===== config.mk =====
export PLATFORM = sky130hd
export DESIGN_NAME = mult_control_flat
export DESIGN_NICKNAME = d
export VERILOG_FILES = /design/src/rtl/mult_pkg.sv /design/src/rtl/mult_control_if.sv /design/src/rtl/mult_iter_counter.sv /design/src/rtl/mult_control.sv /design/src/flat_wrapper.sv
export SDC_FILE = /design/constraint.sdc
export NUM_CORES = 1
export LEC_CHECK = 0
export CORE_AREA = 2 2 39 41
export CTS_BUF_LIST = sky130_fd_sc_hd__clkbuf_8
export DETAILED_ROUTE_END_ITERATION = 10
export DIE_AREA = 0 0 41 43
export PLACE_DENSITY_LB_ADDON = 0.25
export SLEW_MARGIN = 20
export SYNTH_ARGS = -nofsm -noshare
export SYNTH_HDL_FRONTEND = slang
export SYNTH_SLANG_ARGS = --single-unit
export TNS_END_PERCENT = 50

===== constraint.sdc =====
create_clock -name clk -period 4 [get_ports clk]
set_clock_uncertainty 0.15 [all_clocks]
set_input_delay 0.4 -clock clk [delete_from_list [all_inputs] [get_ports clk]]
set_output_delay 0.4 -clock clk [all_outputs]
set_load 0.005 [all_outputs]

===== src/rtl/mult_pkg.sv =====
`default_nettype none
// ============================================================================
//  Module   : mult_pkg
//  Brief    : Shared types and constants for the shift-add multiplier
//             controller, its datapath and its bench.
//  Revision : 1.0  initial release
// ============================================================================
package mult_pkg;

    // Operand width used when no override is given.
    localparam int c_DEFAULT_WIDTH = 32;

    typedef enum logic [2:0] {
        IDLE  = 3'd0,
        CLR   = 3'd1,
        ADD   = 3'd2,
        SHIFT = 3'd3,
        DONE  = 3'd4
    } mult_state_t;

endpackage : mult_pkg
`default_nettype wire


===== src/rtl/mult_control_if.sv =====
`default_nettype none
// ============================================================================
//  Module   : mult_control_if
//  Brief    : Request/control bundle between the multiplier controller
//             (slave) and the datapath/requester side (master).
//  Revision : 1.0  initial release
// ============================================================================
interface mult_control_if #(
    parameter int WIDTH = mult_pkg::c_DEFAULT_WIDTH
);
    // Requests and datapath feedback into the controller.
    logic Run;
    logic ClearA_LoadB;
    logic M;

    // Datapath controls out of the controller.
    logic Clr_AX;
    logic Ld_B;
    logic Ld_AX;
    logic Add_En;
    logic Sub;
    logic Shift_En;
    logic Busy;
    logic Done;

    // Iteration count, exposed for observation only.
    logic [$clog2(WIDTH)-1:0] Cnt;

    modport master (
        output Run, ClearA_LoadB, M,
        input  Clr_AX, Ld_B, Ld_AX, Add_En, Sub, Shift_En, Busy, Done, Cnt
    );

    modport slave (
        input  Run, ClearA_LoadB, M,
        output Clr_AX, Ld_B, Ld_AX, Add_En, Sub, Shift_En, Busy, Done, Cnt
    );

endinterface : mult_control_if
`default_nettype wire


===== src/rtl/mult_iter_counter.sv =====
`default_nettype none
// ============================================================================
//  Module   : mult_iter_counter
//  Brief    : Iteration counter 0..WIDTH-1 with clear, saturating increment
//             and terminal flag.
//  Revision : 1.0  initial release
// ============================================================================
module mult_iter_counter #(
    parameter int WIDTH = mult_pkg::c_DEFAULT_WIDTH
) (
    input  wire logic                     clk,
    input  wire logic                     rst_n,
    input  wire logic                     clr_i,
    input  wire logic                     inc_i,
    output logic [$clog2(WIDTH)-1:0]      cnt_o,
    output logic                          last_o
);

    localparam int                CNT_W  = $clog2(WIDTH);
    localparam logic [CNT_W-1:0]  c_LAST = CNT_W'(WIDTH - 1);

    logic [CNT_W-1:0] cnt_q;
    logic [CNT_W-1:0] cnt_d;

    // Clear wins over increment; the count never wraps past the last value.
    always_comb begin
        cnt_d = cnt_q;
        if (clr_i) begin
            cnt_d = '0;
        end else if (inc_i && !last_o) begin
            cnt_d = cnt_q + CNT_W'(1);
        end
    end

    // Count register, forced to zero by reset at any time.
    always_ff @(posedge clk or negedge rst_n) begin
        if (!rst_n) begin
            cnt_q <= '0;
        end else begin
            cnt_q <= cnt_d;
        end
    end

    assign cnt_o  = cnt_q;
    assign last_o = (cnt_q == c_LAST);

endmodule : mult_iter_counter
`default_nettype wire


===== src/rtl/mult_control.sv =====
`default_nettype none
// ============================================================================
//  Module   : mult_control
//  Brief    : Control FSM for a signed shift-add multiplier. Sequences
//             clear, WIDTH add/shift iterations (last one subtracts) and a
//             Done hold state. Busy/Shift_En/Done are registered; the load
//             and add strobes are decoded live because they follow Run,
//             ClearA_LoadB and the multiplier LSB M within the cycle.
//  Revision : 1.0  initial release
// ============================================================================
module mult_control
    import mult_pkg::*;
#(
    parameter int WIDTH = c_DEFAULT_WIDTH
) (
    input  wire logic       clk,
    input  wire logic       rst_n,
    mult_control_if.slave   bus
);

    localparam int CNT_W = $clog2(WIDTH);

    mult_state_t       state_q;
    mult_state_t       state_d;
    logic              busy_q;
    logic              shift_en_q;
    logic              done_q;

    logic              cnt_clr;
    logic              cnt_inc;
    logic              cnt_last;
    logic [CNT_W-1:0]  cnt;

    logic              clr_ax;
    logic              ld_b;
    logic              ld_ax;
    logic              add_en;
    logic              sub;

    // Counter restarts when a multiply is accepted and advances after each
    // shift that is not the final one.
    assign cnt_clr = (state_q == IDLE) && bus.Run;
    assign cnt_inc = (state_q == SHIFT);

    mult_iter_counter #(
        .WIDTH (WIDTH)
    ) u_iter_counter (
        .clk    (clk),
        .rst_n  (rst_n),
        .clr_i  (cnt_clr),
        .inc_i  (cnt_inc),
        .cnt_o  (cnt),
        .last_o (cnt_last)
    );

    // Next-state selection.
    always_comb begin
        state_d = state_q;
        case (state_q)
            IDLE:    if (bus.Run) state_d = CLR;
            CLR:     state_d = ADD;
            ADD:     state_d = SHIFT;
            SHIFT:   state_d = cnt_last ? DONE : ADD;
            DONE:    if (!bus.Run) state_d = IDLE;
            default: state_d = IDLE;
        endcase
    end

    // State register plus outputs registered from the upcoming state.
    always_ff @(posedge clk or negedge rst_n) begin
        if (!rst_n) begin
            state_q    <= IDLE;
            busy_q     <= 1'b0;
            shift_en_q <= 1'b0;
            done_q     <= 1'b0;
        end else begin
            state_q    <= state_d;
            busy_q     <= (state_d == CLR) || (state_d == ADD) || (state_d == SHIFT);
            shift_en_q <= (state_d == SHIFT);
            done_q     <= (state_d == DONE);
        end
    end

    // Live strobes: operand load in IDLE (Run has priority), clear in CLR,
    // conditional add in ADD with subtract on the sign-bit iteration.
    always_comb begin
        clr_ax = 1'b0;
        ld_b   = 1'b0;
        ld_ax  = 1'b0;
        add_en = 1'b0;
        sub    = 1'b0;
        case (state_q)
            IDLE: begin
                if (!bus.Run && bus.ClearA_LoadB) begin
                    ld_b   = 1'b1;
                    clr_ax = 1'b1;
                end
            end
            CLR: clr_ax = 1'b1;
            ADD: begin
                add_en = bus.M;
                ld_ax  = bus.M;
                sub    = bus.M && cnt_last;
            end
            default: ;
        endcase
    end

    assign bus.Clr_AX   = clr_ax;
    assign bus.Ld_B     = ld_b;
    assign bus.Ld_AX    = ld_ax;
    assign bus.Add_En   = add_en;
    assign bus.Sub      = sub;
    assign bus.Shift_En = shift_en_q;
    assign bus.Busy     = busy_q;
    assign bus.Done     = done_q;
    assign bus.Cnt      = cnt;

endmodule : mult_control
`default_nettype wire


===== src/flat_wrapper.sv =====
// flat-port wrapper written by rule: the top's interface ports become plain ports
module mult_control_flat import mult_pkg::*;
#(
    parameter int WIDTH = c_DEFAULT_WIDTH
)
  (clk, rst_n, bus_Run, bus_ClearA_LoadB, bus_M, bus_Clr_AX, bus_Ld_B, bus_Ld_AX, bus_Add_En, bus_Sub, bus_Shift_En, bus_Busy, bus_Done, bus_Cnt);
  mult_control_if #(.WIDTH(WIDTH)) bus_i ();
  input  wire logic clk;
  input  wire logic rst_n;
  input wire logic [$bits(bus_i.Run)-1:0] bus_Run;
  input wire logic [$bits(bus_i.ClearA_LoadB)-1:0] bus_ClearA_LoadB;
  input wire logic [$bits(bus_i.M)-1:0] bus_M;
  output wire logic [$bits(bus_i.Clr_AX)-1:0] bus_Clr_AX;
  output wire logic [$bits(bus_i.Ld_B)-1:0] bus_Ld_B;
  output wire logic [$bits(bus_i.Ld_AX)-1:0] bus_Ld_AX;
  output wire logic [$bits(bus_i.Add_En)-1:0] bus_Add_En;
  output wire logic [$bits(bus_i.Sub)-1:0] bus_Sub;
  output wire logic [$bits(bus_i.Shift_En)-1:0] bus_Shift_En;
  output wire logic [$bits(bus_i.Busy)-1:0] bus_Busy;
  output wire logic [$bits(bus_i.Done)-1:0] bus_Done;
  output wire logic [$bits(bus_i.Cnt)-1:0] bus_Cnt;
  assign bus_i.Run = bus_Run;
  assign bus_i.ClearA_LoadB = bus_ClearA_LoadB;
  assign bus_i.M = bus_M;
  assign bus_Clr_AX = bus_i.Clr_AX;
  assign bus_Ld_B = bus_i.Ld_B;
  assign bus_Ld_AX = bus_i.Ld_AX;
  assign bus_Add_En = bus_i.Add_En;
  assign bus_Sub = bus_i.Sub;
  assign bus_Shift_En = bus_i.Shift_En;
  assign bus_Busy = bus_i.Busy;
  assign bus_Done = bus_i.Done;
  assign bus_Cnt = bus_i.Cnt;
  mult_control #(.WIDTH(WIDTH)) u_core (.clk(clk), .rst_n(rst_n), .bus(bus_i));
endmodule

==> impl_summary.log, run 1 <==
INFO  metric regToRegSetupSlack = 2020 ps
INFO  metric met2WireLength = 404 um
INFO  metric cts_tree = done
INFO  metric port-buffer-count = 17
INFO  metric hp-class = primary input to async pin
INFO  metric whs = 341.4 ps
INFO  metric root_driver = clkbuf_8
INFO  metric area_growth_syn_to_layout = 38.85%
INFO  metric timing_worst_slew_pin_value = 467.3 ps
INFO  metric ctsHoldBuffers = 0
INFO  metric pre_cts_slack = 1636 ps
INFO  metric diodes = 0
INFO  metric cts_inserted_buffers = 3
INFO  metric arrival = 1870 ps
INFO  metric design.final.nets = 73
INFO  metric met3RoutedLength = 58 um
INFO  metric yosysWarningCount = 0
INFO  metric pin_count = 18
INFO  metric detail_route.wirelength = 932 um
INFO  metric floorplan.initialDensity = 39.33%
INFO  metric hpwlAfterDp = 706.3 um
INFO  metric synth_seq_cells = 11
INFO  metric time_the_worst_path_needs_with_i_o_delays_and_setup = 2421 ps
INFO  metric drt_drc_violations_left = 0
INFO  metric tritoncts_num_sinks = 11
INFO  metric status = complete, no violations
INFO  metric yosys.cell_types.count = 22
INFO  metric hold_viol_final = 0
INFO  metric synthesis.area_per_instance = 11.58 sq um
INFO  metric synth.top_cell.area_share = 50.57%
INFO  metric netlist_instances = 47
INFO  metric endpoint_kind = output port
INFO  metric fp.coreArea = 1384 sq um
INFO  metric synthTopCellsByArea = dfrtp_1, ha_1, mux2i_1
INFO  metric cp-start-kind = flop
INFO  metric place_inst = 77
INFO  metric fp.dieH = 43 um
INFO  metric highest_clock_rate = 413.1 MHz
INFO  metric powerDensity = 657.0 nW/um^2
INFO  metric cap_viol_max_count = 0
INFO  metric ctsLongestPathBuffers = 2
INFO  metric worstRegToRegCells = 6
INFO  metric rsz_0062_raised_after_global_routing = no
INFO  metric floorplan.rows = 14
INFO  metric routed.top_layer = met4
INFO  metric detailedRoute.firstIterationViolations = 2
INFO  metric final-max-slew-violation-count = 0
INFO  metric total_global_routing_track_utilization = 13.39%
INFO  metric synth.largest_area_cell = dfrtp_1
INFO  metric antenna_found_initial = 0
INFO  metric grt_pass1_wl = 1580 um
INFO  metric wl_per_cell = 11.51 um
INFO  metric cts_resized = 0
INFO  metric route.vias.total = 406
INFO  metric timing.setup.tns = 0 ps
INFO  metric route.layer.met1.wl = 456 um
INFO  metric number_of_setup_buffers_added_after_cts = 0
INFO  metric timing.slew.headroom = 68.75%
INFO  metric period_share = 60.52%
INFO  metric syn_nets = 54
INFO  metric die_area = 1763 sq um
INFO  metric die_w = 41 um
INFO  metric post_route_cells_drive_above_1_share = 10.77%
INFO  metric clkTransAtPathRegs = 50 ps
INFO  metric gpl.final_weighted_congestion = 0.7402
INFO  metric p_leak = 0.3320 nW
INFO  metric critical_path_class = flop to output port
INFO  metric vdd.ir_drop.worst = 0.2581 mV
INFO  metric worstSkewPairLatency = 230 ps
INFO  metric final.setup.worst_slack = 1579 ps
INFO  metric synthesis.area = 544.3 sq um
INFO  metric grt_start_max_net_pins = 13
INFO  metric total_power = 496.5 uW
INFO  metric synth-seq-area-share = 50.57%
INFO  metric viasPerCell = 5.012
INFO  metric drt_first_pass_iters = 2
INFO  metric critical_path.max_fanout = 4
INFO  metric overflow = 0
INFO  metric total_number_of_h_tree_levels = 1
INFO  metric ant_nets = 0
INFO  metric via_count_of_the_first_global_routing_pass = 357
INFO  metric critPathRequiredTime = 3450 ps
INFO  metric setup_violations = 0
INFO  metric finish.cell_count_without_fillers = 81
cells in the final DEF (no fill, tap or decap), drive strengths merged:
master,count
clkdlybuf4s50,17
dfrtp,11
nand2,5
nor2,4
and3,3
clkbuf,3
o32ai,2
o21bai,2
and2,2
a22o,2
mux2i,2
ha,2
or2b,1
a31oi,1
nor3,1
or2,1
and4bb,1
nor4b,1
or4b,1
nand4,1
xnor2,1
inv,1
kinds of logic (layout without fill, tap and decap cells):
family                     count (synthesis)  count (layout)  share of synthesized area (%)
adders and majority gates                  2               2                          4.597
DFF                                       11              11                          50.57
and+or+nand+nor                           21              21                          24.83
muxes                                      2               2                          3.678
AOI/OAI and AO/OA                          7               7                          10.35
buffers and inverters                      3              21                          4.367
xor gates and xnor gates                   1               1                          1.609
flip-flops by register name, indices dropped and copies added, names as in the netlist:
signal / count
u_core.bus.Busy: 1
u_core.state_q: 3
u_core.u_iter_counter.cnt_o: 5
u_core.bus.Shift_En: 1
u_core.bus.Done: 1
worst max-delay path, cell delays in order (launching register included):
cell and delay, ps:
dfrtp_1 420, ha_1 230, and3_1 180, ha_1 220
and2_1 140, clkdlybuf4s50_1 440
area by class of cell:
cell class	instances	area (sq um)
Clock inverter	1	3.754
Clock buffer	3	41.29
Fill cell	120	628.1
Tap cell	16	20.02
Multi-Input combinational cell	33	245.2
Timing Repair Buffer	17	170.2
Sequential cell	11	275.3
path summary, 6_finish.rpt:
| path | startpoint | to |
|---|---|---|
| setup / recovery | u_core.u_iter_counter.cnt_o[0] | bus_Sub |
| hold / removal | rst_n | u_core.u_iter_counter.cnt_o[1] |
| setup reg to reg | u_core.u_iter_counter.cnt_o[0] | u_core.u_iter_counter.cnt_o[4] |
| hold reg to reg | u_core.u_iter_counter.cnt_o[3] | u_core.u_iter_counter.cnt_o[3] |
| max in group asynchronous | rst_n | u_core.bus.Done |
| min in group clk | u_core.u_iter_counter.cnt_o[3] | u_core.u_iter_counter.cnt_o[3] |
power breakdown:
group	leakage [nW]	switching [mW]	internal, mW	total [mW]
clock network	0.0269	0.0384	0.0671	0.105
registers	0.130	0.0453	0.150	0.195
logic	0.175	0.0704	0.126	0.196
layer usage:
metal / global-route usage, % / vias to the layer above
met5: 0 / -
met4: 8.000 / 0
met3: 3.141 / 2
met2: 16.25 / 13
met1: 20.60 / 187
li1: - / 204
cell usage after synthesis:
cell type / instances
a22o_1: 2
a31oi_1: 1
and2_1: 2
and3_1: 3
and4bb_4: 1
buf_2: 1
buf_4: 1
buf_6: 1
dfrtp_1: 11
ha_1: 2
mux2i_1: 2
nand2_1: 5
nand4_1: 1
nor2_1: 4
nor3_1: 1
nor4b_2: 1
o21bai_1: 2
o32ai_1: 2
or2_2: 1
or2b_1: 1
or4b_4: 1
xnor2_1: 1
metrics by stage:
| stage | cell area, sq um | util (%) |
|---|---|---|
| floorplan | 544.3 | - |
| global placement | 710.7 | 51.36 |
| detailed placement | 710.7 | 51.36 |
| CTS | 755.7 | 54.61 |
| global route | 755.7 | 54.61 |
| finish | 755.7 | 54.61 |
Note: power is estimated with default switching activity, not from simulation.
==> run 2: changes to the inputs <==
- clock period: 4 -> 2.5 ns (I/O delays scaled with it)
==> run 2 against run 1 <==
Compared with the run above: register-to-register slack got worse by 1500 ps; combinational power increased by 62%; highest routed layer is now met3; core utilization unchanged; sequential power increased by 60%; global-route usage grew 0.26 points; cell count unchanged.
==> impl_summary.log, run 2 (synthesis results as in run 1) <==
INFO  metric clkTransAtPathRegs = 50 ps
INFO  metric grt_pass1_wl = 1621 um
INFO  metric routed.top_layer = met3
INFO  metric worstSkewPairLatency = 240 ps
INFO  metric die_area = 1763 sq um
INFO  metric viasPerCell = 5.148
INFO  metric critical_path_class = flop to output port
INFO  metric die_w = 41 um
INFO  metric detail_route.wirelength = 1025 um
INFO  metric fp.dieH = 43 um
INFO  metric hpwlAfterDp = 722.8 um
INFO  metric root_driver = clkbuf_8
INFO  metric slowest_stage_cell_crit_path = clkdlybuf4s50_1
INFO  metric crit_buf_inv = 1
INFO  metric drt_drc_violations_left = 0
INFO  metric utilization = 54.61%
INFO  metric number_of_setup_buffers_added_after_cts = 0
INFO  metric area_growth_syn_to_layout = 38.85%
INFO  metric gpl.final_weighted_congestion = 0.7301
INFO  metric cts_inserted_buffers = 3
INFO  metric largest_reg_flops = 5
INFO  metric period_share = 90.30%
INFO  metric cp-start-kind = flop
INFO  metric total_number_of_h_tree_levels = 1
INFO  metric cts_resized = 0
INFO  metric hp-class = primary input to async pin
INFO  metric total_global_routing_track_utilization = 13.65%
INFO  metric floorplan.initialDensity = 39.33%
INFO  metric crit_path_max_incr_delay = 440 ps
INFO  metric ctsHoldBuffers = 0
INFO  metric timing.critical_path.mode_cell = ha_1
INFO  metric grt_start_max_net_pins = 13
INFO  metric critical_path.max_fanout = 4
INFO  metric cts_tree = done
INFO  metric design.final.nets = 73
INFO  metric final-max-slew-violation-count = 0
INFO  metric cap_viol_max_count = 0
INFO  metric route.vias.total = 417
INFO  metric route.layer.met1.wl = 498 um
INFO  metric tritoncts_num_sinks = 11
INFO  metric mostFrequentLayoutCell = clkdlybuf4s50_1
INFO  metric overflow = 0
INFO  metric arrival = 1860 ps
INFO  metric timing.setup.tns = 0 ps
INFO  metric timing_worst_slew_pin_value = 476.2 ps
INFO  metric ctsLongestPathBuffers = 2
INFO  metric mostFrequentLayoutCells = clkdlybuf4s50_1, dfrtp_1, nand2_1
INFO  metric met2WireLength = 467 um
INFO  metric timing.slew.headroom = 68.16%
INFO  metric diodes = 0
INFO  metric post_route_cells_drive_above_1_share = 10.77%
INFO  metric endpoint_kind = output port
INFO  metric path_delay_family = adder cells
INFO  metric setup_violations = 0
INFO  metric wl_per_cell = 12.65 um
INFO  metric via_count_of_the_first_global_routing_pass = 389
INFO  metric pin_count = 18
INFO  metric vdd.ir_drop.worst = 0.4125 mV
INFO  metric ant_nets = 0
INFO  metric powerDensity = 1063 nW/um^2
INFO  metric antenna_found_initial = 0
INFO  metric port-buffer-count = 17
INFO  metric detailedRoute.firstIterationViolations = 5
INFO  metric rsz_0062_raised_after_global_routing = no
INFO  metric hold_viol_final = 0
INFO  metric worstPathCellList = ha_1 > and3_1 > ha_1 > and2_1 > clkdlybuf4s50_1
INFO  metric floorplan.rows = 14
INFO  metric met3RoutedLength = 59 um
INFO  metric fp.coreArea = 1384 sq um
INFO  metric p_leak = 0.3320 nW
INFO  metric critPathRequiredTime = 2100 ps
INFO  metric highest_clock_rate = 443.0 MHz
INFO  metric time_the_worst_path_needs_with_i_o_delays_and_setup = 2258 ps
INFO  metric status = complete, no violations
INFO  metric drt_first_pass_iters = 4
-- run 2: per-stage QoR --
| stage | hold slack (ps) | setup WS [ps] | instances | total power [mW] | area [sq um] |
|---|---|---|---|---|---|
| finish | 190.4 | 242.4 | 81 | 0.8033 | 755.7 |
| global route | 234.2 | 186.7 | 81 | 0.8617 | 755.7 |
| CTS | 215.0 | 233.8 | 81 | 0.8125 | 755.7 |
| detailed placement | 360.1 | 439.4 | 77 | 0.6358 | 710.7 |
| global placement | 354.3 | 435.4 | 77 | 0.6350 | 710.7 |
| floorplan | -195.6 | 634.8 | 47 | 0.4959 | 544.3 |
-- run 2: final timing paths --
path | slack (ps) | end | startpoint | depth (start not counted)
worst max-delay path | 240 | bus_Sub | u_core.u_iter_counter.cnt_o[0] | 5
worst min-delay path | 190 | u_core.u_iter_counter.cnt_o[1] | rst_n | 1
worst max register to register | 530 | u_core.u_iter_counter.cnt_o[3] | u_core.u_iter_counter.cnt_o[0] | 6
worst min register to register | 360 | u_core.u_iter_counter.cnt_o[3] | u_core.u_iter_counter.cnt_o[3] | 1
max in group asynchronous | 1690 | u_core.state_q[1] | rst_n | 1
min in group clk | 360 | u_core.u_iter_counter.cnt_o[3] | u_core.u_iter_counter.cnt_o[3] | 1
-- run 2: worst register-to-register path: cells and delay by family (launching register included) --
| family | cells | cell delay (ps) |
|---|---|---|
| and+or+nand+nor | 3 | 720 |
| adders and majority gates | 2 | 440 |
| DFF | 1 | 410 |
| muxes | 1 | 140 |
-- run 2: area by class of cell --
type,count,area (sq um)
repair buffers,17,170.2
clock inverters,1,3.754
clock buffers,3,41.29
flip-flops and latches,11,275.3
multi-input cells,33,245.2
well taps,16,20.02
fillers,124,628.1
-- run 2: metal layers --
metal  track usage [%]  vias up
met5                 0        -
met2             17.81       17
li1                  -      206
met4             8.000        0
met3             3.141        0
met1             19.87      194
-- run 2: power breakdown --
part | switching (mW) | internal (mW) | leakage (nW) | total, mW
registers | 0.0724 | 0.240 | 0.130 | 0.312
clock network | 0.0658 | 0.108 | 0.0269 | 0.174
logic | 0.116 | 0.202 | 0.175 | 0.318
==> run 3: changes to the inputs <==
- HOLD_SLACK_MARGIN: unset -> 0.06
==> results of run 3 <==
No change in the layout: final DEF, timing and power equal those of run 2.
